[src/rtl/serial_detector_scheduler.sv]
// serial_detector_scheduler: round-robin sharing of one 110/101 serial detector
// between requesters A and B, returning a per-frame match count and bit mask.
module serial_detector_scheduler #(
   parameter int FRAME_W = 8,
   parameter int CNT_W = $clog2(FRAME_W + 1)
) (
   input  logic               clock,
   input  logic               reset_,
   input  logic               req_a,
   input  logic               req_b,
   input  logic [FRAME_W-1:0] frame_a,
   input  logic [FRAME_W-1:0] frame_b,
   output logic               ack_a,
   output logic               ack_b,
   output logic               det_clr,
   output logic               det_x,
   input  logic               det_z,
   output logic               done,
   output logic               res_id,
   output logic [CNT_W-1:0]   res_count,
   output logic [FRAME_W-1:0] res_mask
);
   localparam int IDX_W = $clog2(FRAME_W);
   typedef enum logic [2:0] {IDLE, CLEAR, SHIFT, DRAIN, DONE} state_t;
   state_t state, state_d;
   logic last, last_d, grant_b, id, samp;
   logic ack_a_d, ack_b_d, det_clr_d, det_x_d, done_d;
   logic [FRAME_W-1:0] shreg, acc_mask;
   logic [CNT_W-1:0] acc_cnt;
   logic [IDX_W-1:0] idx;
   logic last_bit;

   assign grant_b = req_b && (!req_a || !last);
   assign last_bit = idx == IDX_W'(FRAME_W - 1);
   // z lags det_x by one edge, so sampling starts one SHIFT edge late and ends in DRAIN
   assign samp = (state == SHIFT && idx != '0) || state == DRAIN;

   always_ff @(posedge clock or posedge reset_)
      if (reset_) state <= IDLE;
      else state <= state_d;

   always_comb begin
      state_d = state;
      last_d = last;
      ack_a_d = 1'b0;
      ack_b_d = 1'b0;
      det_clr_d = 1'b0;
      det_x_d = 1'b0;
      done_d = 1'b0;
      case (state)
         IDLE: if (req_a || req_b) begin
            state_d = CLEAR;
            ack_a_d = !grant_b;
            ack_b_d = grant_b;
            det_clr_d = 1'b1;
            last_d = (req_a && req_b) ? grant_b : last;
         end
         CLEAR: begin
            state_d = SHIFT;
            det_x_d = shreg[FRAME_W-1];
         end
         SHIFT: begin
            state_d = last_bit ? DRAIN : SHIFT;
            det_x_d = last_bit ? 1'b0 : shreg[FRAME_W-1];
         end
         DRAIN: begin
            state_d = DONE;
            done_d = 1'b1;
         end
         default: state_d = IDLE;
      endcase
   end

   always_ff @(posedge clock or posedge reset_)
      if (reset_) begin
         last <= 1'b1;
         ack_a <= 1'b0;
         ack_b <= 1'b0;
         det_clr <= 1'b1;
         det_x <= 1'b0;
         done <= 1'b0;
         res_id <= 1'b0;
         res_count <= '0;
         res_mask <= '0;
         id <= 1'b0;
         shreg <= '0;
         idx <= '0;
         acc_mask <= '0;
         acc_cnt <= '0;
      end else begin
         last <= last_d;
         ack_a <= ack_a_d;
         ack_b <= ack_b_d;
         det_clr <= det_clr_d;
         det_x <= det_x_d;
         done <= done_d;
         if (state == IDLE && (req_a || req_b)) begin
            shreg <= grant_b ? frame_b : frame_a;
            id <= grant_b;
         end else shreg <= shreg << 1;
         idx <= (state == SHIFT) ? idx + 1'b1 : '0;
         acc_mask <= (state == CLEAR) ? '0 : samp ? {acc_mask[FRAME_W-2:0], det_z} : acc_mask;
         acc_cnt <= (state == CLEAR) ? '0 : acc_cnt + CNT_W'(samp && det_z);
         if (done_d) begin
            res_id <= id;
            res_mask <= {acc_mask[FRAME_W-2:0], det_z};
            res_count <= acc_cnt + CNT_W'(det_z);
         end
      end
endmodule
[config.mk]
export PLATFORM = sky130hd
export DESIGN_NAME = serial_detector_scheduler
export DESIGN_NICKNAME = d
export VERILOG_FILES = /design/src/rtl/serial_detector_scheduler.sv
export SDC_FILE = /design/constraint.sdc
export NUM_CORES = 1
export LEC_CHECK = 0
export CORE_MARGIN = 3
export CORE_UTILIZATION = 50
export DETAILED_ROUTE_END_ITERATION = 8
export HOLD_SLACK_MARGIN = 0.03
export PLACE_DENSITY = 0.77
export SYNTH_ARGS = -nofsm -noshare
export SYNTH_HDL_FRONTEND = slang
export SYNTH_SLANG_ARGS = --single-unit
export TNS_END_PERCENT = 100
[constraint.sdc]
create_clock -name clock -period 3.1 [get_ports clock]
set_input_delay 0.62 -clock clock [delete_from_list [all_inputs] [get_ports clock]]
set_output_delay 0.62 -clock clock [all_outputs]
set_load 0.05 [all_outputs]
Word-level counts from Yosys, hierarchy flattened
Index checks and enable logic that the tools add are counted.
Operators by class
  add/sub/neg operators: 3
  eq/ne operators: 5
  mux-type cells: 18
  reduce and logical (&&, ||, !) cells: 15
Operators by type and width (count)
  two-way mux 8 bit: 2
  two-way mux 7 bit: 2
  case mux 3 bit (4 select lines): 1
  two-way mux 1 bit: 9
  adder 4 x 1 -> 4 bit: 2
  == test 3 x 2 -> 1 bit (second input constant): 2
  two-way mux 3 bit: 2
  logical AND 1 bit: 5
  two-way mux 4 bit: 1
  adder 3 x 1 -> 3 bit (second input constant): 1
  == test 3 x 1 -> 1 bit (second input constant): 1
  == test 3 bit (second input constant): 1
  zero test 1 bit: 3
  zero test 3 bit: 1
  logical OR 1 bit: 3
  AND reduction 3 bit: 1
  nonzero test 3 bit: 1
  inequality test 2 bit (second input constant): 1
  case mux 1 bit (2 select lines): 1
  nonzero test 2 bit: 1
Word-level totals
  register bits after elaboration: 45
  logic and storage cells: 56

Longest topological paths before layout
Gate-level depths: netlist (run 1).
  depth after elaboration: 6
  depth in mapped cells: 8
  depth with buffers taken out: 8

Worst setup path before layout (run 1)
Ideal clock, no wire load.
  kind: input to register
  start point: input port req_a
  end point: register shreg[1]
  library setup time: 0.123 ns
  arrival: 1.628 ns
  required time: 2.977 ns
  path slack: 1.350 ns
  cell stages on the path: 4
  buffers on the path: 1
  cells stage by stage: or4b_1 clkbuf_2 or3_1 o221a_2
Between the ends
  word-level cells in the longest chain between the ends: 5
  elaborated cells on any way between the ends: 7
RTL lines
  start: declaration: line 9  | input logic req_a,
  zero test 1 bit: line 33  | assign grant_b = req_b && (!req_a || !last);
  logical OR 1 bit: line 33
  logical AND 1 bit: line 33
  two-way mux 8 bit: line 98  | shreg <= grant_b ? frame_b : frame_a;
  two-way mux 8 bit *: line 97  | if (state == IDLE && (req_a || req_b)) begin
  end signal: assignment: line 98
  end signal: assignment: line 100  | end else shreg <= shreg << 1;
  end: declaration: line 28  | logic [FRAME_W-1:0] shreg, acc_mask;
Mark *: on every way between the ends. The rest lies on a longest branch, timed or not.
A chain may end at the register's enable or synchronous reset.

Final worst setup path (run 1)
  start point: register det_clr
  end point: output port det_clr
RTL lines
  start: declaration: line 15  | output logic det_clr,
  start signal: assignment: line 94  | det_clr <= det_clr_d;
No word-level cell between the ends.

==> results of run 1 <==
[cell families (layout without fill, tap and decap cells)]
family          Yosys count  after routing  synth area share (%)
flops                    45             45                  61.2
simple gates             71             71                  18.5
fa+ha+maj                 7              7                  4.75
buf+inv                  13             54                  3.12
mux                       1              1                 0.543
compound gates           20             20                  9.50
xor+xnor                  5              5                  2.37
[cell usage in the layout (no fill, tap or decap), types with 2 or more instances in the layout]
master           Yosys  routed
xnor2_1              3       3
nor2_1               8       8
inv_1                7       6
nor3b_1              4       4
a22o_1               6       6
nand2_1             37      37
nand3_1              4       4
xor2_1               2       2
dfrtp_1             43      43
clkbuf_8             0       5
or3_1                7       7
dfstp_2              2       2
ha_1                 7       7
a21o_1               2       2
and3_1               2       2
o21ai_0              3       3
o221a_2              6       6
clkdlybuf4s50_1      0      38
nor2b_1              3       3
[through the flow]
stage	worst slack [ps]	cells	power (W)	cell area, um2
finish	876	249	0.00226	2350
global route	846	249	0.00242	2350
CTS	862	249	0.00229	2350
detailed placement	757	241	0.00191	2260
global placement	803	241	0.00189	2260
floorplan	1350	162	0.00163	1840
[state kept, by name, summed over array words and instances, names as in the netlist]
signal and cells:
res_mask 8, acc_mask 7, ack_a 1, shreg 8, det_x 1, last 1, id 1, ack_b 1
res_id 1, state 3, det_clr 1, acc_cnt 4, idx 3, res_count 4, done 1
[metal layers]
| layer | wire length, um | global-route usage (%) |
|---|---|---|
| met5 | 0 | 0 |
| met4 | 51 | 6.85 |
| met3 | 205 | 5.23 |
| met2 | 1620 | 29.5 |
| met1 | 1340 | 20.0 |
[final timing paths]
check	from	end	slack (ps)	cells after the start
setup / recovery	det_clr	det_clr	880	1
hold / removal	idx[0]	idx[0]	480	1
setup reg to reg	idx[0]	acc_cnt[2]	1200	8
hold reg to reg	idx[0]	idx[0]	480	1
max in group asynchronous	reset_	res_mask[0]	1700	3
min in group asynchronous	reset_	res_mask[4]	700	2
[power groups by stage]
stage / clock network, W / registers [W] / logic, W
after CTS: 0.000377 / 0.000947 / 0.000961
after detailed placement: 0 / 0.000956 / 0.000955
after global placement: 0 / 0.000950 / 0.000936
after global routing: 0.000401 / 0.000974 / 0.00105
final: 0.000371 / 0.000945 / 0.000948
after floorplan: 0 / 0.00120 / 0.000437
[final cells by class]
type / count / area [um2]
Timing Repair Buffer: 39 / 388
Multi-Input combinational cell: 104 / 658
Clock inverter: 3 / 25.0
Sequential cell: 45 / 1130
Inverter: 7 / 26.3
Tap cell: 46 / 57.6
Clock buffer: 5 / 68.8
Fill cell: 266 / 1090
==> reports/results.ini, run 1 <==
[setup_path]
crit_path_end_kind=output pin
arrival_ps=1600
crit_slowest_cell=clkdlybuf4s50_1
path_max_fanout=1
critPathKind=reg -> out
worstSetupStartpointType=flip-flop
worstPathRequired_ps=2480
crit_buf_inv=1
crit_chain=clkdlybuf4s50_1
crit_family=buffers and inverters
cpPeakStageDelay_ps=790

[timing]
setup_violations=0
tns_ps=0
slew_violations=0
hold_viol=0
max_freq_mhz=450
fin_crit_ps=2220
holdWs_ps=477
finClkSkew_ps=11.7
rsz0062_at_grt=no
post-route-period-util_pct=71.7
tightestPinTransition_ps=905
relSlewSlack_pct=39.3

[yosys]
synth.most_common_cell=dfrtp_1
ys_seq_elements=45
synth_cells=162
synth_top_flop_cell=dfrtp_1
synth_largest_area_cell=dfrtp_1
yosys_warnings=0
synth_nets=190
ys_top_cells_by_count=43 x dfrtp_1, 37 x nand2_1, 8 x nor2_1
yosysUniqueCellTypes=30
synthTopCellsByArea=dfrtp_1 58%, nand2_1 7.5%, ha_1 4.7%, o221a_2 3.7%, dfstp_2 2.8%
seq_area_frac_synth_pct=61.2
syn_avg_cell_area_um2=11.4
synthArstFlopShare_pct=100
synth_edf_count=0
synthesis.area_um2=1840
synth.top_cell.area_share_pct=58.3

[global_routing]
grt_pass1_vias=1320
grt_max_degree=28
grt.overflow.total=0
grt_first_pass_wirelength_um=5720
grt_usage_pct=17.2
antenna_found_initial=0

[routing]
drt_first_pass_iters=5
drtIter0Drc=66
wire_per_inst_um=12.9
num_vias=1289
via_per_inst=5.18
ant_nets=0
routed_wl_um=3220
drcViolationCount=0

[die]
start_util_pct=53.6
dieArea_um2=4450
dieHeight_um=66.7
dieWidth_um=66.7
core-area_um2=3440
io_pins=39
rows=21

[clocking]
htreeDepth=2
clock_sinks=45
cts_setup_buffers=0
cts_tree=done
cts-resized-gates=0
cts_root_buffer=clkbuf_8
cts.clk_slew.worst_paths_ps=80
hold_buffers=0
cts_buffer_depth=2
clk_latency_ps=300
numCtsBuffers=5

[power_and_ir_drop]
p_clk_share_pct=16.4
pwr_density_cell_nw_per_um2=963
power_switching_share_pct=40.7
ir_drop_mv=0.418
p_sw_w=0.000922
p_int_w=0.00134
power.leakage_nw=1.14
p_comb_share_pct=41.9
seq_power_share_pct=41.7

[finish]
area_delta_synth_final_pct=27.5
layout-drive-gt1-share_pct=8.87
nNetsFinal=230
finish.utilization_pct=68.3
diodes=0

[placement]
portBuffers=38
place_hpwl_um=2390
gp_congestion=0.736

[run]
maxCapViolations=0

[hold_path]
hold_path_class=reg -> reg

[status]
status=finished, final reports clean

(Power assumes the default switching activity.)
==> run 2, diff against run 1 <==
Clock period 3.1 ns to 2.13 ns, I/O delays scaled along.
==> run 2 against run 1 <==
Effect of this change: clock-buffer cell count grew 1; sequential share of layout area shrank 1.5 points; combinational power grew 53%; worst setup slack lost 770 ps; clock skew shrank 4.6 ps; flip-flop and latch count is the same; global-route usage shrank 0.084 points; non-clock buffer count grew 6; die area is the same; total power grew 53%; final cell count grew 2.4%; worst hold slack lost 26 ps; largest cell class unchanged; highest routed layer unchanged.
==> reports/results.ini, run 2 (synthesis gave the netlist of run 1 again) <==
[status]
status=finished, final reports clean

[routing]
routed_wl_um=3340  ; +4.0%
via_per_inst=5.14  ; -0.69%
drt_first_pass_iters=4  ; -1
drtIter0Drc=85  ; +29%
ant_nets=0  ; unchanged
drcViolationCount=0  ; unchanged
wire_per_inst_um=13.1  ; +1.5%
num_vias=1311  ; +1.7%

[timing]
finClkSkew_ps=7.05  ; -4.61 ps
max_freq_mhz=494
hold_viol=0  ; unchanged
setup_violations=0  ; unchanged
rsz0062_at_grt=no
post-route-period-util_pct=95.0
slew_violations=0  ; unchanged
fin_crit_ps=2020
holdWs_ps=451  ; -26.0 ps
setup_ws_ps=106  ; -770 ps
tightestPinTransition_ps=663  ; -242 ps
relSlewSlack_pct=55.5  ; +16 points

[setup_path]
worstPathRequired_ps=1700  ; -780 ps
critPathKind=reg -> out
worstSetupStartpointType=flip-flop
crit_family=buffers and inverters
path_max_fanout=1  ; unchanged
crit_buf_inv=1  ; unchanged
crit_path_end_kind=output pin
crit_chain=clkdlybuf4s50_1
arrival_ps=1600  ; about the same
crit_slowest_cell=clkdlybuf4s50_1
cpPeakStageDelay_ps=790  ; about the same

[power_and_ir_drop]
p_sw_w=0.00134  ; +46%
power.leakage_nw=1.18  ; +3.9%
pwr_density_cell_nw_per_um2=1430  ; +48%
seq_power_share_pct=40.0  ; -1.7 points
ir_drop_mv=0.601  ; +44%
p_comb_share_pct=41.8  ; about the same
power_switching_share_pct=38.8  ; -1.9 points
p_clk_share_pct=18.1  ; +1.7 points
p_int_w=0.00212  ; +58%

[finish]
layoutNonFillerInstCount=255  ; +2.4%
diodes=0  ; unchanged
final_common_cell=dfrtp_1
finish.utilization_pct=70.5  ; +2.2 points
area_delta_synth_final_pct=31.6
layout-drive-gt1-share_pct=11.0  ; +2.1 points
final_cell_mix=43 x dfrtp_1, 38 x clkdlybuf4s50_1, 37 x nand2_1, 8 x nor2_1
reg.largest.list=res_mask (8), shreg (8), acc_mask (7)
nNetsFinal=236  ; +2.6%

[clocking]
cts_buffer_depth=2  ; unchanged
htreeDepth=2  ; unchanged
cts_root_buffer=clkbuf_8
hold_buffers=0  ; unchanged
clk_latency_ps=290  ; about the same
cts_tree=done
cts.clk_slew.worst_paths_ps=80  ; about the same
clock_sinks=45  ; unchanged
cts-resized-gates=0  ; unchanged
numCtsBuffers=5  ; unchanged
cts_setup_buffers=0  ; unchanged

[global_routing]
grt_max_degree=28  ; unchanged
grt_usage_pct=17.1  ; -0.084 points
grt_first_pass_wirelength_um=5740  ; +0.35%
antenna_found_initial=0  ; unchanged
grt.overflow.total=0  ; unchanged
grt_pass1_vias=1355  ; +2.7%

[die]
rows=21  ; unchanged
dieWidth_um=66.7  ; unchanged
io_pins=39  ; unchanged
start_util_pct=53.6  ; unchanged
dieHeight_um=66.7  ; unchanged
core-area_um2=3440  ; unchanged
dieArea_um2=4450  ; unchanged

[placement]
place_hpwl_um=2470  ; +3.4%
placedCellCount=247  ; +2.5%
dp_slack_ps=-22.7  ; -780 ps
portBuffers=38  ; unchanged
gp_congestion=0.728  ; -1.0%

[run]
maxCapViolations=0  ; unchanged

[hold_path]
hold_path_class=in -> async

==> run 2: cell types whose count changed in the layout (fill, tap and decap cells not counted), sizes merged <==
cell / before / now
inv: 7 / 6
buf: 1 / 7
clkbuf: 5 / 6
clkinvlp: 1 / 0
bufinv: 0 / 1
==> run 2: power groups by stage <==
stage	Combinational [W]	Clock [W]	Sequential [W]
finish	0.00145	0.000628	0.00139
global route	0.00157	0.000675	0.00142
CTS	0.00146	0.000640	0.00138
detailed placement	0.00145	0	0.00140
global placement	0.00142	0	0.00138
floorplan	0.000636	0	0.00174
==> run 2: worst paths after layout <==
path	cells past startpoint	end	slack, ps	start
max	1	det_clr	110	det_clr
min	2	ack_b	450	reset_
max in group asynchronous	3	state[1]	1180	reset_
min reg2reg	1	idx[0]	480	idx[0]
max reg2reg	7	acc_cnt[1]	210	idx[0]
min in group clock	1	idx[0]	480	idx[0]
==> run 2: through the flow <==
step	instance area [um2]	power, W	setup TNS (ps)
after floorplan	1840	0.00238	0
after global placement	2320	0.00280	0
after detailed placement	2320	0.00285	-40.0
after CTS	2430	0.00349	0
after global routing	2430	0.00367	0
final	2430	0.00346	0
==> run 2: final cells by class <==
cell class,count,area (um2)
Fill cell,262,1010
Clock buffer,6,72.6
Clock inverter,2,38.8
Sequential cell,45,1130
Tap cell,46,57.6
Timing Repair Buffer,45,445
Inverter,7,26.3
Multi-Input combinational cell,104,658
==> run 2: per-layer routing <==
metal | track usage [%] | vias up | wire length [um]
li1 | - | 645 | -
met1 | 19.4 | 619 | 1400
met2 | 30.6 | 43 | 1710
met3 | 4.05 | 4 | 186
met4 | 7.11 | 0 | 47
met5 | 0 | - | 0
